## src/rtl/ysyx_23060042_pkg.sv

```systemverilog
// Shared IFU definitions: widths, reset defaults, FSM states and queue payload.
package ysyx_23060042_pkg;

  localparam int unsigned XLEN         = 32;
  localparam logic [31:0] IFU_RESET_PC = 32'h8000_0000;
  localparam int unsigned IFU_FQ_DEPTH = 2;

  typedef enum logic {
    RUN  = 1'b0,
    HALT = 1'b1
  } state_e;

  typedef struct packed {
    logic [XLEN-1:0] pc;
    logic [XLEN-1:0] inst;
  } fq_entry_t;

endpackage

```

## src/rtl/ysyx_23060042_FIFO.sv

```systemverilog
// Registered circular queue with synchronous flush; head is always visible on o_data.
module ysyx_23060042_FIFO #(
  parameter int unsigned WIDTH = 64,
  parameter int unsigned DEPTH = 2
) (
  input  logic                         clk,
  input  logic                         rst_n,
  input  logic                         i_flush,
  input  logic                         i_push,
  input  logic [WIDTH-1:0]             i_data,
  input  logic                         i_pop,
  output logic [WIDTH-1:0]             o_data,
  output logic                         o_empty,
  output logic [$clog2(DEPTH+1)-1:0]   o_count
);

  localparam int unsigned PW = (DEPTH > 1) ? $clog2(DEPTH) : 1;
  localparam int unsigned CW = $clog2(DEPTH + 1);

  logic [WIDTH-1:0] r_mem [DEPTH];
  logic [PW-1:0]    r_wr_ptr;
  logic [PW-1:0]    r_rd_ptr;
  logic [CW-1:0]    r_count;
  logic             w_pop;
  logic             w_full;

  function automatic logic [PW-1:0] ptr_inc(input logic [PW-1:0] p);
    return (p == PW'(DEPTH - 1)) ? '0 : p + PW'(1);
  endfunction

  assign w_pop   = i_pop && (r_count != '0);
  assign w_full  = (r_count == CW'(DEPTH));
  assign o_empty = (r_count == '0);
  assign o_count = r_count;
  assign o_data  = r_mem[r_rd_ptr];

  always_ff @(posedge clk or negedge rst_n) begin
    if (!rst_n) begin
      r_wr_ptr <= '0;
      r_rd_ptr <= '0;
      r_count  <= '0;
    end else if (i_flush) begin
      r_wr_ptr <= '0;
      r_rd_ptr <= '0;
      r_count  <= '0;
    end else begin
      if (i_push) r_wr_ptr <= ptr_inc(r_wr_ptr);
      if (w_pop)  r_rd_ptr <= ptr_inc(r_rd_ptr);
      case ({i_push, w_pop})
        2'b10:   r_count <= r_count + CW'(1);
        2'b01:   r_count <= r_count - CW'(1);
        default: r_count <= r_count;
      endcase
    end
  end

  always_ff @(posedge clk) begin
    if (i_push && !i_flush) r_mem[r_wr_ptr] <= i_data;
  end

  // Credit accounting upstream must make this unreachable.
  always_ff @(posedge clk) begin
    if (rst_n && !i_flush) assert (!(i_push && w_full && !w_pop));
  end

endmodule

```

## src/rtl/ysyx_23060042_ifu.sv

```systemverilog
// Instruction fetch unit: credit-limited fetch issue, in-order response retire,
// redirect flush with stale-response dropping, and a RUN/HALT FSM.
module ysyx_23060042_ifu
  import ysyx_23060042_pkg::*;
#(
  parameter logic [XLEN-1:0] RESET_PC = IFU_RESET_PC,
  parameter int unsigned     FQ_DEPTH = IFU_FQ_DEPTH
) (
  input  logic            clk,
  input  logic            rst_n,
  output logic            mem_req_valid,
  input  logic            mem_req_ready,
  output logic [XLEN-1:0] mem_req_addr,
  input  logic            mem_rsp_valid,
  input  logic [XLEN-1:0] mem_rsp_data,
  output logic            inst_valid,
  input  logic            inst_ready,
  output logic [XLEN-1:0] inst,
  output logic [XLEN-1:0] inst_pc,
  input  logic            redirect_valid,
  input  logic [XLEN-1:0] redirect_pc,
  input  logic            halt,
  output logic            halted
);

  localparam int unsigned CW = $clog2(FQ_DEPTH + 1);
  localparam int unsigned SW = CW + 1;

  state_e          r_state;
  state_e          w_state_nxt;
  logic [XLEN-1:0] r_fetch_pc;
  logic [XLEN-1:0] r_rsp_pc;
  logic [XLEN-1:0] w_fetch_pc_nxt;
  logic [XLEN-1:0] w_rsp_pc_nxt;
  logic [XLEN-1:0] w_redirect_tgt;
  logic [CW-1:0]   r_outstanding;
  logic [CW-1:0]   r_drop_cnt;
  logic [CW-1:0]   w_outstanding_nxt;
  logic [CW-1:0]   w_drop_cnt_nxt;
  logic [CW-1:0]   w_fq_count;
  logic            w_fq_empty;
  logic            w_credit;
  logic            w_req_fire;
  logic            w_drop;
  logic            w_push;
  logic            w_pop;
  fq_entry_t       w_push_entry;
  fq_entry_t       w_head;

  // Requests in flight plus buffered entries never exceed the queue depth.
  assign w_credit       = (SW'(r_outstanding) + SW'(w_fq_count)) < SW'(FQ_DEPTH);
  assign mem_req_valid  = rst_n && (r_state == RUN) && !halt && w_credit;
  assign mem_req_addr   = r_fetch_pc;
  assign w_req_fire     = mem_req_valid && mem_req_ready;
  assign w_drop         = mem_rsp_valid && (r_drop_cnt != '0);
  assign w_push         = mem_rsp_valid && !w_drop && !redirect_valid;
  assign w_pop          = inst_valid && inst_ready;
  assign w_redirect_tgt = redirect_pc & ~XLEN'(3);
  assign w_push_entry   = '{pc: r_rsp_pc, inst: mem_rsp_data};

  assign inst_valid = !w_fq_empty;
  assign inst       = w_head.inst;
  assign inst_pc    = w_head.pc;
  assign halted     = (r_state == HALT);

  always_ff @(posedge clk or negedge rst_n) begin
    if (!rst_n) begin
      r_state       <= RUN;
      r_fetch_pc    <= RESET_PC;
      r_rsp_pc      <= RESET_PC;
      r_outstanding <= '0;
      r_drop_cnt    <= '0;
    end else begin
      r_state       <= w_state_nxt;
      r_fetch_pc    <= w_fetch_pc_nxt;
      r_rsp_pc      <= w_rsp_pc_nxt;
      r_outstanding <= w_outstanding_nxt;
      r_drop_cnt    <= w_drop_cnt_nxt;
    end
  end

  always_comb begin
    w_state_nxt       = r_state;
    w_fetch_pc_nxt    = r_fetch_pc;
    w_rsp_pc_nxt      = r_rsp_pc;
    w_outstanding_nxt = r_outstanding + CW'(w_req_fire) - CW'(mem_rsp_valid);
    w_drop_cnt_nxt    = r_drop_cnt - CW'(w_drop);

    case (r_state)
      RUN:  if (halt) w_state_nxt = HALT;
      HALT: w_state_nxt = HALT;
    endcase

    if (w_req_fire) w_fetch_pc_nxt = r_fetch_pc + XLEN'(4);
    if (w_push)     w_rsp_pc_nxt   = r_rsp_pc + XLEN'(4);

    // Everything still in flight after this cycle belongs to the old path.
    if (redirect_valid) begin
      w_fetch_pc_nxt = w_redirect_tgt;
      w_rsp_pc_nxt   = w_redirect_tgt;
      w_drop_cnt_nxt = w_outstanding_nxt;
    end
  end

  ysyx_23060042_FIFO #(
    .WIDTH ($bits(fq_entry_t)),
    .DEPTH (FQ_DEPTH)
  ) u_fq (
    .clk     (clk),
    .rst_n   (rst_n),
    .i_flush (redirect_valid),
    .i_push  (w_push),
    .i_data  (w_push_entry),
    .i_pop   (w_pop),
    .o_data  (w_head),
    .o_empty (w_fq_empty),
    .o_count (w_fq_count)
  );

endmodule

```

## config.mk

```make
export PLATFORM = sky130hd
export DESIGN_NAME = ysyx_23060042_ifu
export DESIGN_NICKNAME = d
export VERILOG_FILES = /design/src/rtl/ysyx_23060042_pkg.sv /design/src/rtl/ysyx_23060042_FIFO.sv /design/src/rtl/ysyx_23060042_ifu.sv
export SDC_FILE = /design/constraint.sdc
export NUM_CORES = 1
export LEC_CHECK = 0
export ABC_CLOCK_PERIOD_IN_PS = 6000
export BUFFER_PORTS_ARGS = -buffer_cell sky130_fd_sc_hd__buf_2
export CORE_UTILIZATION = 30
export CTS_BUF_LIST = sky130_fd_sc_hd__clkbuf_4 sky130_fd_sc_hd__clkbuf_8
export DETAILED_ROUTE_END_ITERATION = 10
export PLACE_DENSITY = 0.48
export SYNTH_ARGS = -nofsm -noshare
export SYNTH_HDL_FRONTEND = slang
export SYNTH_SLANG_ARGS = --single-unit
```

## constraint.sdc

```tcl
create_clock -name clk -period 6 [get_ports clk]
set_input_delay 1.8 -clock clk [delete_from_list [all_inputs] [get_ports clk]]
set_output_delay 1.8 -clock clk [all_outputs]
set_load 0.01 [all_outputs]
```

==> results.sh <==
export IMPL_min_period_ns=4.590
export IMPL_port_buffers=163
export IMPL_cp_required_ns=4.20
export IMPL_fp_dieArea_sq_um=29710
export IMPL_cp_max_fo=6
export IMPL_vias_per_cell=4.916
export IMPL_grt_max_degree=69
export IMPL_grt_total_usage_pct=14.44
export IMPL_fill_cells=2789
export IMPL_postSynthCellCount=663
export IMPL_drive_gt1_share_pct=36.03
export IMPL_fin_util_pct=35.90
export IMPL_area_growth_pct=18.02
export IMPL_drt_first_pass_iters=5
export IMPL_drc=0
export IMPL_ant_nets=0
export IMPL_synth_edf_count=124
export IMPL_layout_nets=891
export IMPL_grt_pass1_wl_um=32420
export IMPL_wl_per_cell_um=17.50
export IMPL_post_cts_setup_buffers=0
export IMPL_cts_sinks=193
export IMPL_die_h_um=172.4
export IMPL_p_comb_share_pct=17.9
export IMPL_status="completed"
export IMPL_cts_tree="built"
export IMPL_initial_utilization_pct=30.42
export IMPL_die_x_um=172.4
export IMPL_max_slew_margin_rel_pct=39.87
export IMPL_cts_hold_buf=0
export IMPL_tns_ns=0
export IMPL_ys_warnings_count=0
export IMPL_cts_resized=0
export IMPL_hp_class="reg -> reg"
export IMPL_p_leak_nw=3.834
export IMPL_fin_skew_ns=0.02370
export IMPL_fin_ws_ns=1.410
export IMPL_synthFlopType="edfxtp_1"
export IMPL_p_switching_w=0.0009015
export IMPL_grt_antenna_before_repair=0
export IMPL_cp_startpoint="halt"
export IMPL_vias=5953
export IMPL_power_frac_clock_pct=27.2
export IMPL_root_buffer="clkbuf_8"
export IMPL_rsz0062_at_grt="false"
export IMPL_r2r_start="u_fq.o_count[0]"
export IMPL_drt_iter0_markers=305
export IMPL_crit_path_start_kind="input port"
export IMPL_dpl_cell_count=1179
export IMPL_multiInputGateArea_sq_um=3033
export IMPL_p_int_w=0.002173
export IMPL_yosys_register_bits=193
export IMPL_timing_fmax_ghz=0.2179
export IMPL_htreeDepth=4
export IMPL_core_sq_um=28630
export IMPL_min_from="r_rsp_pc[10]"
export IMPL_grt_pass1_vias=5604
export IMPL_gp_congestion=0.7757
export IMPL_yosysUniqueCellTypes=63
export IMPL_ioPinCount=170
export IMPL_syn_area_per_cell_sq_um=13.13
export IMPL_insertion_delay_ns=0.47
export IMPL_wl_um=21190
export IMPL_worst_pin_slew_ns=0.9019
export IMPL_antenna_cells=0
export IMPL_design_area_sq_um=10280
export IMPL_ys_seq_area_share_pct=62.61
export IMPL_place_area_sq_um=9903
export IMPL_grt_overflow=0
export IMPL_fin_crit_sh_pct=76.49
export IMPL_synth_top_area_cell="edfxtp_1"
export IMPL_cap_violations=0
export IMPL_setup_viol=0
export IMPL_crit_type="in -> out"
export IMPL_cp_arrival_ns=2.79
export IMPL_cts_buffers=17
export IMPL_cts_path_max_buffers=2
export IMPL_swShare_pct=29.33
export IMPL_p_seq_share_pct=54.9
export IMPL_vdd_drop_max_v=0.0001047
export IMPL_cts_clk_slew_worst_paths_ns=0.10
export IMPL_end_kind="output port"
export IMPL_hold_viol=0
export IMPL_synth_top_area_share_pct=42.76
export IMPL_layoutNonFillerInstCount=1211
export IMPL_place_hpwl_um=14110
export IMPL_seqCellArea_sq_um=5454
export IMPL_power_density_nw_per_um2=299.1
export IMPL_synth_area_leaders="edfxtp_1, dfrtp_1, mux2_2"
export IMPL_pre_cts_slack_ns=1.376
export IMPL_rows=62
export IMPL_async_flop_share_pct=35.75
export IMPL_netlist_area_sq_um=8708
export IMPL_slew_viol_final=0
[cell type report]
cell class / instances / share of cell area (%)
inverter: 16 / 0.5844
sequential: 193 / 53.07
clock inverter: 11 / 1.010
tap: 384 / 4.675
timing repair buffer: 171 / 8.522
clock buffer: 21 / 2.630
multi-input combinational: 415 / 29.51
[power groups by stage]
stage               combinational [W]  clock [W]  sequential [W]
global placement             0.000556          0         0.00171
floorplan                    0.000363          0         0.00168
finish                       0.000550   0.000838         0.00169
CTS                          0.000563   0.000873         0.00169
global route                 0.000617   0.000919         0.00171
detailed placement           0.000560          0         0.00172
[worst max-delay path, stage by stage]
cell	delay [ns]
buf_2	0.10
nor2_1	0.27
inv_1	0.10
nor4b_1	0.32
buf_2	0.20
[cell usage in the layout (no fill, tap or decap), types with 8 or more instances in the layout]
cell type    n
or4_1        8
buf_4        8
buf_2      163
a31oi_1     13
nor2_1      40
nand2_1     42
o21ai_0     12
and4_1      11
clkbuf_8    18
edfxtp_1   124
dfrtp_1     66
a21oi_1     11
a211oi_1    17
xnor2_1     15
and3_1      13
o31ai_1      9
inv_1       15
nor3_1      13
nor4_1      14
mux2_2      74
nand4_1     13
nand3_1     25
[stage by stage]
step	hold WS [ns]	power, W
global route	0.5543	0.003245
CTS	0.5373	0.003124
global placement	0.5076	0.002269
detailed placement	0.5259	0.002276
floorplan	0.4368	0.002046
finish	0.5347	0.003074
[cells by family after synthesis]
| logic type | synth area share [%] |
|---|---|
| other cells | 0.04306 |
| buf+inv | 2.830 |
| mux | 10.14 |
| flops | 62.61 |
| xor+xnor | 2.213 |
| fa+ha+maj | 0.9483 |
| compound gates | 7.313 |
| simple gates | 13.89 |
[final timing paths]
check,slack [ns],cells past startpoint,to
setup / recovery,1.41,5,mem_req_valid
hold / removal,0.53,0,u_fq.r_mem[0][42]
setup reg to reg,3.32,10,r_drop_cnt[1]
hold reg to reg,0.53,0,u_fq.r_mem[0][42]
max in group asynchronous,3.62,2,u_fq.r_rd_ptr
min in group asynchronous,1.19,1,r_rsp_pc[29]
[state kept, by name, summed over array words and instances, names as in the netlist]
signal	flops
u_fq.r_wr_ptr	1
mem_req_addr	30
u_fq.r_rd_ptr	1
u_fq.r_mem	124
u_fq.o_count	2
halted	1
r_outstanding	2
r_rsp_pc	30
r_drop_cnt	2
[Yosys cell counts (all sizes together) (5+ instances only)]
| cell type | number |
|---|---|
| and4 | 13 |
| buf | 17 |
| o31ai | 9 |
| a21oi | 11 |
| or3 | 6 |
| dfrtp | 67 |
| ha | 5 |
| nand2 | 42 |
| xor2 | 7 |
| nand4 | 16 |
| nor2 | 40 |
| o311a | 7 |
| inv | 16 |
| nor4 | 14 |
| clkbuf | 25 |
| a31oi | 13 |
| mux2i | 5 |
| o21ai | 12 |
| nand3 | 26 |
| mux2 | 74 |
| or4 | 8 |
| a211oi | 17 |
| xnor2 | 15 |
| nor3 | 14 |
| and3 | 14 |
| edfxtp | 124 |
[layer usage]
| metal | share of wire [%] | track usage (%) | vias up |
|---|---|---|---|
| met4 | 1.1 | 3.809 | 0 |
| met5 | 0 | 0 | - |
| li1 | - | - | 2821 |
| met1 | 50 | 20.83 | 2953 |
| met3 | 4.4 | 2.403 | 12 |
| met2 | 45 | 22.30 | 167 |
(Power assumes the default switching activity.)
